File: src/rtl/uart_tx_fifo_if.sv
// Bus-side and UART-side signal bundle for the UART transmit FIFO.
// master: the environment (bus decode + UART transmitter); slave: the FIFO.
interface uart_tx_fifo_if #(
  parameter int DEPTH = 16
) ();
  localparam int LW = $clog2(DEPTH) + 1;

  logic          wr_valid;
  logic [7:0]    wr_data;
  logic          wr_ready;
  logic          flush;
  logic          clr_overflow;
  logic [LW-1:0] level;
  logic          empty;
  logic          full;
  logic          overflow;
  logic          busy;
  logic [7:0]    uart_data;
  logic          uart_send;
  logic          uart_ready;

  modport master (
    output wr_valid, wr_data, flush, clr_overflow, uart_ready,
    input  wr_ready, level, empty, full, overflow, busy, uart_data, uart_send
  );

  modport slave (
    input  wr_valid, wr_data, flush, clr_overflow, uart_ready,
    output wr_ready, level, empty, full, overflow, busy, uart_data, uart_send
  );
endinterface

File: src/rtl/uart_tx_fifo.sv
// Byte FIFO feeding the UART transmitter: bus pushes bytes, the drain FSM
// hands them to the UART one single-cycle send request at a time, ignoring
// uart_ready for GUARD cycles after each request while the UART's ready drops.
module uart_tx_fifo #(
  parameter int DEPTH = 16,
  parameter int GUARD = 2
) (
  input  logic            clk,
  input  logic            resetn,
  uart_tx_fifo_if.slave   bus
);
  localparam int AW = $clog2(DEPTH);
  localparam int LW = AW + 1;
  localparam int CW = (GUARD > 1) ? $clog2(GUARD) : 1;
  localparam logic [CW-1:0] GUARD_LAST = CW'((GUARD > 0) ? (GUARD - 1) : 0);

  localparam logic [1:0] ST_IDLE  = 2'd0;
  localparam logic [1:0] ST_GUARD = 2'd1;
  localparam logic [1:0] ST_WAIT  = 2'd2;

  logic [7:0]    mem [DEPTH];
  logic [AW-1:0] wptr;
  logic [AW-1:0] rptr;
  logic [LW-1:0] level_q;
  logic          overflow_q;
  logic [1:0]    state;
  logic [CW-1:0] gcnt;
  logic          send_q;
  logic [7:0]    data_q;

  logic empty_w;
  logic full_w;
  logic push;
  logic pop;

  // Status comes from the registered level; full is judged before the edge,
  // so a push at full is refused even if a pop happens in the same cycle.
  assign empty_w = (level_q == '0);
  assign full_w  = (level_q == LW'(DEPTH));
  assign push    = bus.wr_valid && !full_w && !bus.flush;
  assign pop     = (state == ST_IDLE) && !empty_w && bus.uart_ready && !bus.flush;

  assign bus.level     = level_q;
  assign bus.empty     = empty_w;
  assign bus.full      = full_w;
  assign bus.wr_ready  = !full_w;
  assign bus.overflow  = overflow_q;
  assign bus.busy      = (state != ST_IDLE) || !empty_w;
  assign bus.uart_data = data_q;
  assign bus.uart_send = send_q;

  // Storage write port; contents are never reset.
  always_ff @(posedge clk) begin
    if (push) mem[wptr] <= bus.wr_data;
  end

  // Pointers and occupancy count; flush empties the queue outright.
  always_ff @(posedge clk or negedge resetn) begin
    if (!resetn) begin
      wptr    <= '0;
      rptr    <= '0;
      level_q <= '0;
    end else if (bus.flush) begin
      wptr    <= '0;
      rptr    <= '0;
      level_q <= '0;
    end else begin
      if (push) wptr <= wptr + AW'(1);
      if (pop)  rptr <= rptr + AW'(1);
      case ({push, pop})
        2'b10:   level_q <= level_q + LW'(1);
        2'b01:   level_q <= level_q - LW'(1);
        default: level_q <= level_q;
      endcase
    end
  end

  // Sticky overflow flag; an explicit clear wins over a same-cycle set.
  always_ff @(posedge clk or negedge resetn) begin
    if (!resetn) begin
      overflow_q <= 1'b0;
    end else if (bus.clr_overflow) begin
      overflow_q <= 1'b0;
    end else if (bus.wr_valid && full_w) begin
      overflow_q <= 1'b1;
    end
  end

  // Drain FSM: pop in IDLE, blind GUARD window, then WAIT for ready again.
  always_ff @(posedge clk or negedge resetn) begin
    if (!resetn) begin
      state  <= ST_IDLE;
      gcnt   <= '0;
      send_q <= 1'b0;
      data_q <= 8'h00;
    end else begin
      send_q <= pop;
      if (pop) data_q <= mem[rptr];
      case (state)
        ST_IDLE: begin
          if (pop) begin
            gcnt  <= '0;
            state <= (GUARD == 0) ? ST_WAIT : ST_GUARD;
          end
        end
        ST_GUARD: begin
          if (gcnt == GUARD_LAST) state <= ST_WAIT;
          else                    gcnt  <= gcnt + CW'(1);
        end
        ST_WAIT: begin
          if (bus.uart_ready) state <= ST_IDLE;
        end
        default: state <= ST_IDLE;
      endcase
    end
  end
endmodule

File: src/flat_wrapper.sv
// flat-port wrapper written by rule: the top's interface ports become plain ports
module uart_tx_fifo_flat 
#(
  parameter int DEPTH = 16,
  parameter int GUARD = 2
)
  (clk, resetn, bus_wr_valid, bus_wr_data, bus_flush, bus_clr_overflow, bus_uart_ready, bus_wr_ready, bus_level, bus_empty, bus_full, bus_overflow, bus_busy, bus_uart_data, bus_uart_send);
  uart_tx_fifo_if #(.DEPTH(DEPTH)) bus_i ();
  input  logic clk;
  input  logic resetn;
  input wire logic [$bits(bus_i.wr_valid)-1:0] bus_wr_valid;
  input wire logic [$bits(bus_i.wr_data)-1:0] bus_wr_data;
  input wire logic [$bits(bus_i.flush)-1:0] bus_flush;
  input wire logic [$bits(bus_i.clr_overflow)-1:0] bus_clr_overflow;
  input wire logic [$bits(bus_i.uart_ready)-1:0] bus_uart_ready;
  output wire logic [$bits(bus_i.wr_ready)-1:0] bus_wr_ready;
  output wire logic [$bits(bus_i.level)-1:0] bus_level;
  output wire logic [$bits(bus_i.empty)-1:0] bus_empty;
  output wire logic [$bits(bus_i.full)-1:0] bus_full;
  output wire logic [$bits(bus_i.overflow)-1:0] bus_overflow;
  output wire logic [$bits(bus_i.busy)-1:0] bus_busy;
  output wire logic [$bits(bus_i.uart_data)-1:0] bus_uart_data;
  output wire logic [$bits(bus_i.uart_send)-1:0] bus_uart_send;
  assign bus_i.wr_valid = bus_wr_valid;
  assign bus_i.wr_data = bus_wr_data;
  assign bus_i.flush = bus_flush;
  assign bus_i.clr_overflow = bus_clr_overflow;
  assign bus_i.uart_ready = bus_uart_ready;
  assign bus_wr_ready = bus_i.wr_ready;
  assign bus_level = bus_i.level;
  assign bus_empty = bus_i.empty;
  assign bus_full = bus_i.full;
  assign bus_overflow = bus_i.overflow;
  assign bus_busy = bus_i.busy;
  assign bus_uart_data = bus_i.uart_data;
  assign bus_uart_send = bus_i.uart_send;
  uart_tx_fifo #(.DEPTH(DEPTH), .GUARD(GUARD)) u_core (.clk(clk), .resetn(resetn), .bus(bus_i));
endmodule
File: config.mk
export PLATFORM = sky130hd
export DESIGN_NAME = uart_tx_fifo_flat
export DESIGN_NICKNAME = d
export VERILOG_FILES = /design/src/rtl/uart_tx_fifo_if.sv /design/src/rtl/uart_tx_fifo.sv /design/src/flat_wrapper.sv
export SDC_FILE = /design/constraint.sdc
export NUM_CORES = 1
export LEC_CHECK = 0
export BUFFER_PORTS_ARGS = -buffer_cell sky130_fd_sc_hd__buf_4
export CAP_MARGIN = 30
export CORE_ASPECT_RATIO = 1.75
export CORE_UTILIZATION = 46
export CTS_CLUSTER_SIZE = 14
export DETAILED_ROUTE_END_ITERATION = 8
export PLACE_DENSITY = 0.62
export SLEW_MARGIN = 20
export SYNTH_ARGS = -nofsm -noshare
export SYNTH_HDL_FRONTEND = slang
export SYNTH_SLANG_ARGS = --single-unit
export TNS_END_PERCENT = 50
File: constraint.sdc
create_clock -name clk -period 5.5 [get_ports clk]
set_input_delay 0.275 -clock clk [delete_from_list [all_inputs] [get_ports clk]]
set_output_delay 0.275 -clock clk [all_outputs]
set_load 0.01 [all_outputs]
==> flow_metrics.tcl <==
set metrics [dict create \
    status "finished, final reports clean" \
    utilization 0.548 \
    routedWlPerCell_um 21.4 \
    first_pass_iters 5 \
    synth_cells 342 \
    cp_max_fo 20 \
    num_antenna_cells 0 \
    track_usage 0.191 \
    maxCapViolCount 0 \
    hold_end "u_core.bus.overflow" \
    arrival_ps 3630 \
    period_needed_ps 3290 \
    root_buffer "clkbuf_16" \
    min_from "bus_wr_valid" \
    synth_edf_count 128 \
    switching_share 0.290 \
    final_cell_mix "edfxtp_1 (128), buf_4 (41), mux4_2 (32)" \
    hold_depth 3 \
    cp-start-kind "register" \
    finalCritPeriodShare 0.598 \
    synthDistinctLibCells 44 \
    m1WireLength_mm 4.77 \
    pwr-share-comb 0.226 \
    drt_iter0_markers 250 \
    initial_core_util 0.470 \
    pwr-share-seq 0.431 \
    skew_ps 9.16 \
    hpwlAfterDp_mm 7.82 \
    rr_endpoint "u_core.bus.level[4]" \
    layout_commonest_cell "edfxtp_1" \
    syn_area_sq_mm 0.00625 \
    antenna_found_initial 0 \
    timing_worst_setup_path_type "register to register" \
    htree_levels 4 \
    critPathRequiredTime_ps 5840 \
    cts_tree "done" \
    place_area_sq_mm 0.00667 \
    worst_skew_pair.late_latency_ps 420 \
    synth_top_flop_cell "edfxtp_1" \
    p_per_area_mw_per_mm2 444 \
    dr_wl_met2_mm 6.72 \
    finalSetupTns_ps 0 \
    rsz0062_at_grt "false" \
    slew_headroom 0.352 \
    total_power_mw 3.24 \
    fin_nets 411 \
    synthesis.nets 365 \
    setup_viol 0 \
    slew_viol_final 0 \
    slowest_stage "or4_4" \
    port_buffers 32 \
    final.fill_count 1078 \
    p_int_mw 2.30 \
    final_area_sq_mm 0.00729 \
    fmax_mhz 304 \
    ys_seq_area_frac 0.719 \
    die_h_um 156 \
    grt_remaining_overflow 0 \
    cts_sinks 154 \
    syn2layout_area_growth_pct 16.6 \
    core_region_area_sq_mm 0.0133 \
    end_kind "register" \
    top_layer_used "met4" \
    grt_max_degree 36 \
    worst_path_most_repeated_cell "or4_4" \
    yosys_warnings 0 \
    clk_path_buf_depth 2 \
    crit_chain "or4_4 > o211a_1 > nand2b_2 > inv_2 > nand2_2 > inv_1 > ha_1 > nor2b_1 > o21a_1 > or4_4 > and3_1 > nor3_1" \
    hold_class "input pin to register" \
    irDropWorstVdd_v 0.000252 \
    synth-async-reset-ratio 0.169 \
    timing.final.hold_violations 0 \
    synth_area_per_cell_sq_um 18.3 \
    reg2reg_slack_ps 2210 \
    ant_nets 0 \
    power_switching_mw 0.939 \
    ioPinCount 33 \
    fp-row-count 56 \
    drive_gt1_frac 0.337 \
    cpPeakStageDelay_ps 600 \
    tightestPinTransition_ps 968 \
    total_leakage_power_nw 2.49 \
    clkTransAtPathRegs_ps 70 \
    cts_inserted_buffers 17 \
    r2r-start "u_core.bus.level[1]" \
    wl_mm 12.3 \
    gp_congestion 0.852 \
    ys_seq_elements 154 \
    fp.dieArea_sq_mm 0.0141 \
    grt_pass1_wl_mm 19.2 \
    remaining_drc_errors 0 \
    wl_met3_um 465 \
    vias 3234 \
    grt_pass1_vias 3459 \
    via_per_inst 5.62 \
    die_w_um 90.1 \
    r2r_cells 12 \
    p_clk_frac 0.343 \
]
-- per-stage QoR --
step	setup WS, ps	hold slack, ps	cells
2_1_floorplan	2280	-20.6	342
3_3_place_gp	2320	203	538
3_5_place_dp	2220	209	538
4_1_cts	2200	100	572
5_1_grt	2030	112	575
6_report	2210	116	575
-- power by group through the flow --
stage | Combinational [mW] | Sequential (mW) | Clock (mW)
6_report | 0.731 | 1.40 | 1.11
5_1_grt | 0.800 | 1.41 | 1.18
4_1_cts | 0.745 | 1.40 | 1.13
3_5_place_dp | 0.742 | 1.42 | 0
3_3_place_gp | 0.729 | 1.42 | 0
2_1_floorplan | 0.499 | 1.43 | 0
-- flip-flops by register name (all words and copies together) (netlist names), 2 cells and up --
name                  count
u_core.bus.uart_data      8
u_core.wptr               4
u_core.state              2
u_core.rptr               4
u_core.mem              128
u_core.bus.level          5
-- critical path, delay by kind of cell, from the launching register on --
kind                     cells  cell delay, ps
AND/OR/NAND/NOR              7            1710
adder cells (fa/ha/maj)      1             320
flip-flops                   1             450
AO/OA/AOI/OAI                2             470
buffers and inverters        2             250
-- worst max-delay path by stage --
stage,from,to,slack (ps),cells past startpoint
after floorplan,u_core.bus.level[1],u_core.bus.level[4],2280,14
after global placement,u_core.bus.level[1],u_core.bus.level[4],2320,12
after detailed placement,u_core.bus.level[1],u_core.bus.level[4],2220,12
after CTS,u_core.bus.level[1],u_core.bus.level[4],2200,12
after global routing,u_core.bus.level[1],u_core.bus.level[4],2030,12
final,u_core.bus.level[1],u_core.bus.level[4],2210,12
-- cells in the mapped netlist, drive strengths merged, types with 6 or more instances --
cell type / n / share of area
mux4: 32 / 0.12
nand2: 15 / 0.0098
nor3: 6 / 0.0056
inv: 9 / 0.0054
buf: 9 / 0.0096
clkbuf: 7 / 0.0042
a21oi: 14 / 0.016
nor2: 25 / 0.015
nand2b: 6 / 0.0064
ha: 8 / 0.016
edfxtp: 128 / 0.61
o22ai: 17 / 0.017
mux2: 8 / 0.014
dfrtp: 26 / 0.10
-- routing by layer --
metal,global-route usage,vias to the layer above
li1,-,1446
met1,0.217,1682
met2,0.339,82
met3,0.0462,24
met4,0.0914,0
met5,0,-
-- cell families after synthesis --
| group | synth area share |
|---|---|
| buffers and inverters | 0.0192 |
| adders and majority gates | 0.0192 |
| DFF | 0.719 |
| AOI/OAI and AO/OA | 0.0480 |
| xor gates and xnor gates | 0.0124 |
| and+or+nand+nor | 0.0492 |
| muxes | 0.133 |
-- final cells by class --
| type | count | area [sq um] | area share |
|---|---|---|---|
| inverters | 9 | 33.8 | 0.00463 |
| multi-input cells | 163 | 1640 | 0.224 |
| well taps | 174 | 218 | 0.0299 |
| flip-flops and latches | 154 | 4500 | 0.617 |
| clock inverters | 15 | 154 | 0.0211 |
| repair buffers | 43 | 328 | 0.0450 |
| clock buffers | 17 | 425 | 0.0583 |
-- timing repair --
action	in CTS	in global routing
endpoints found under the setup margin	0	0
endpoints found under the hold margin	27	0
setup buffers	0	0
hold buffers	2	0
resized for setup	0	0
Power figures use the tool's default switching activity.
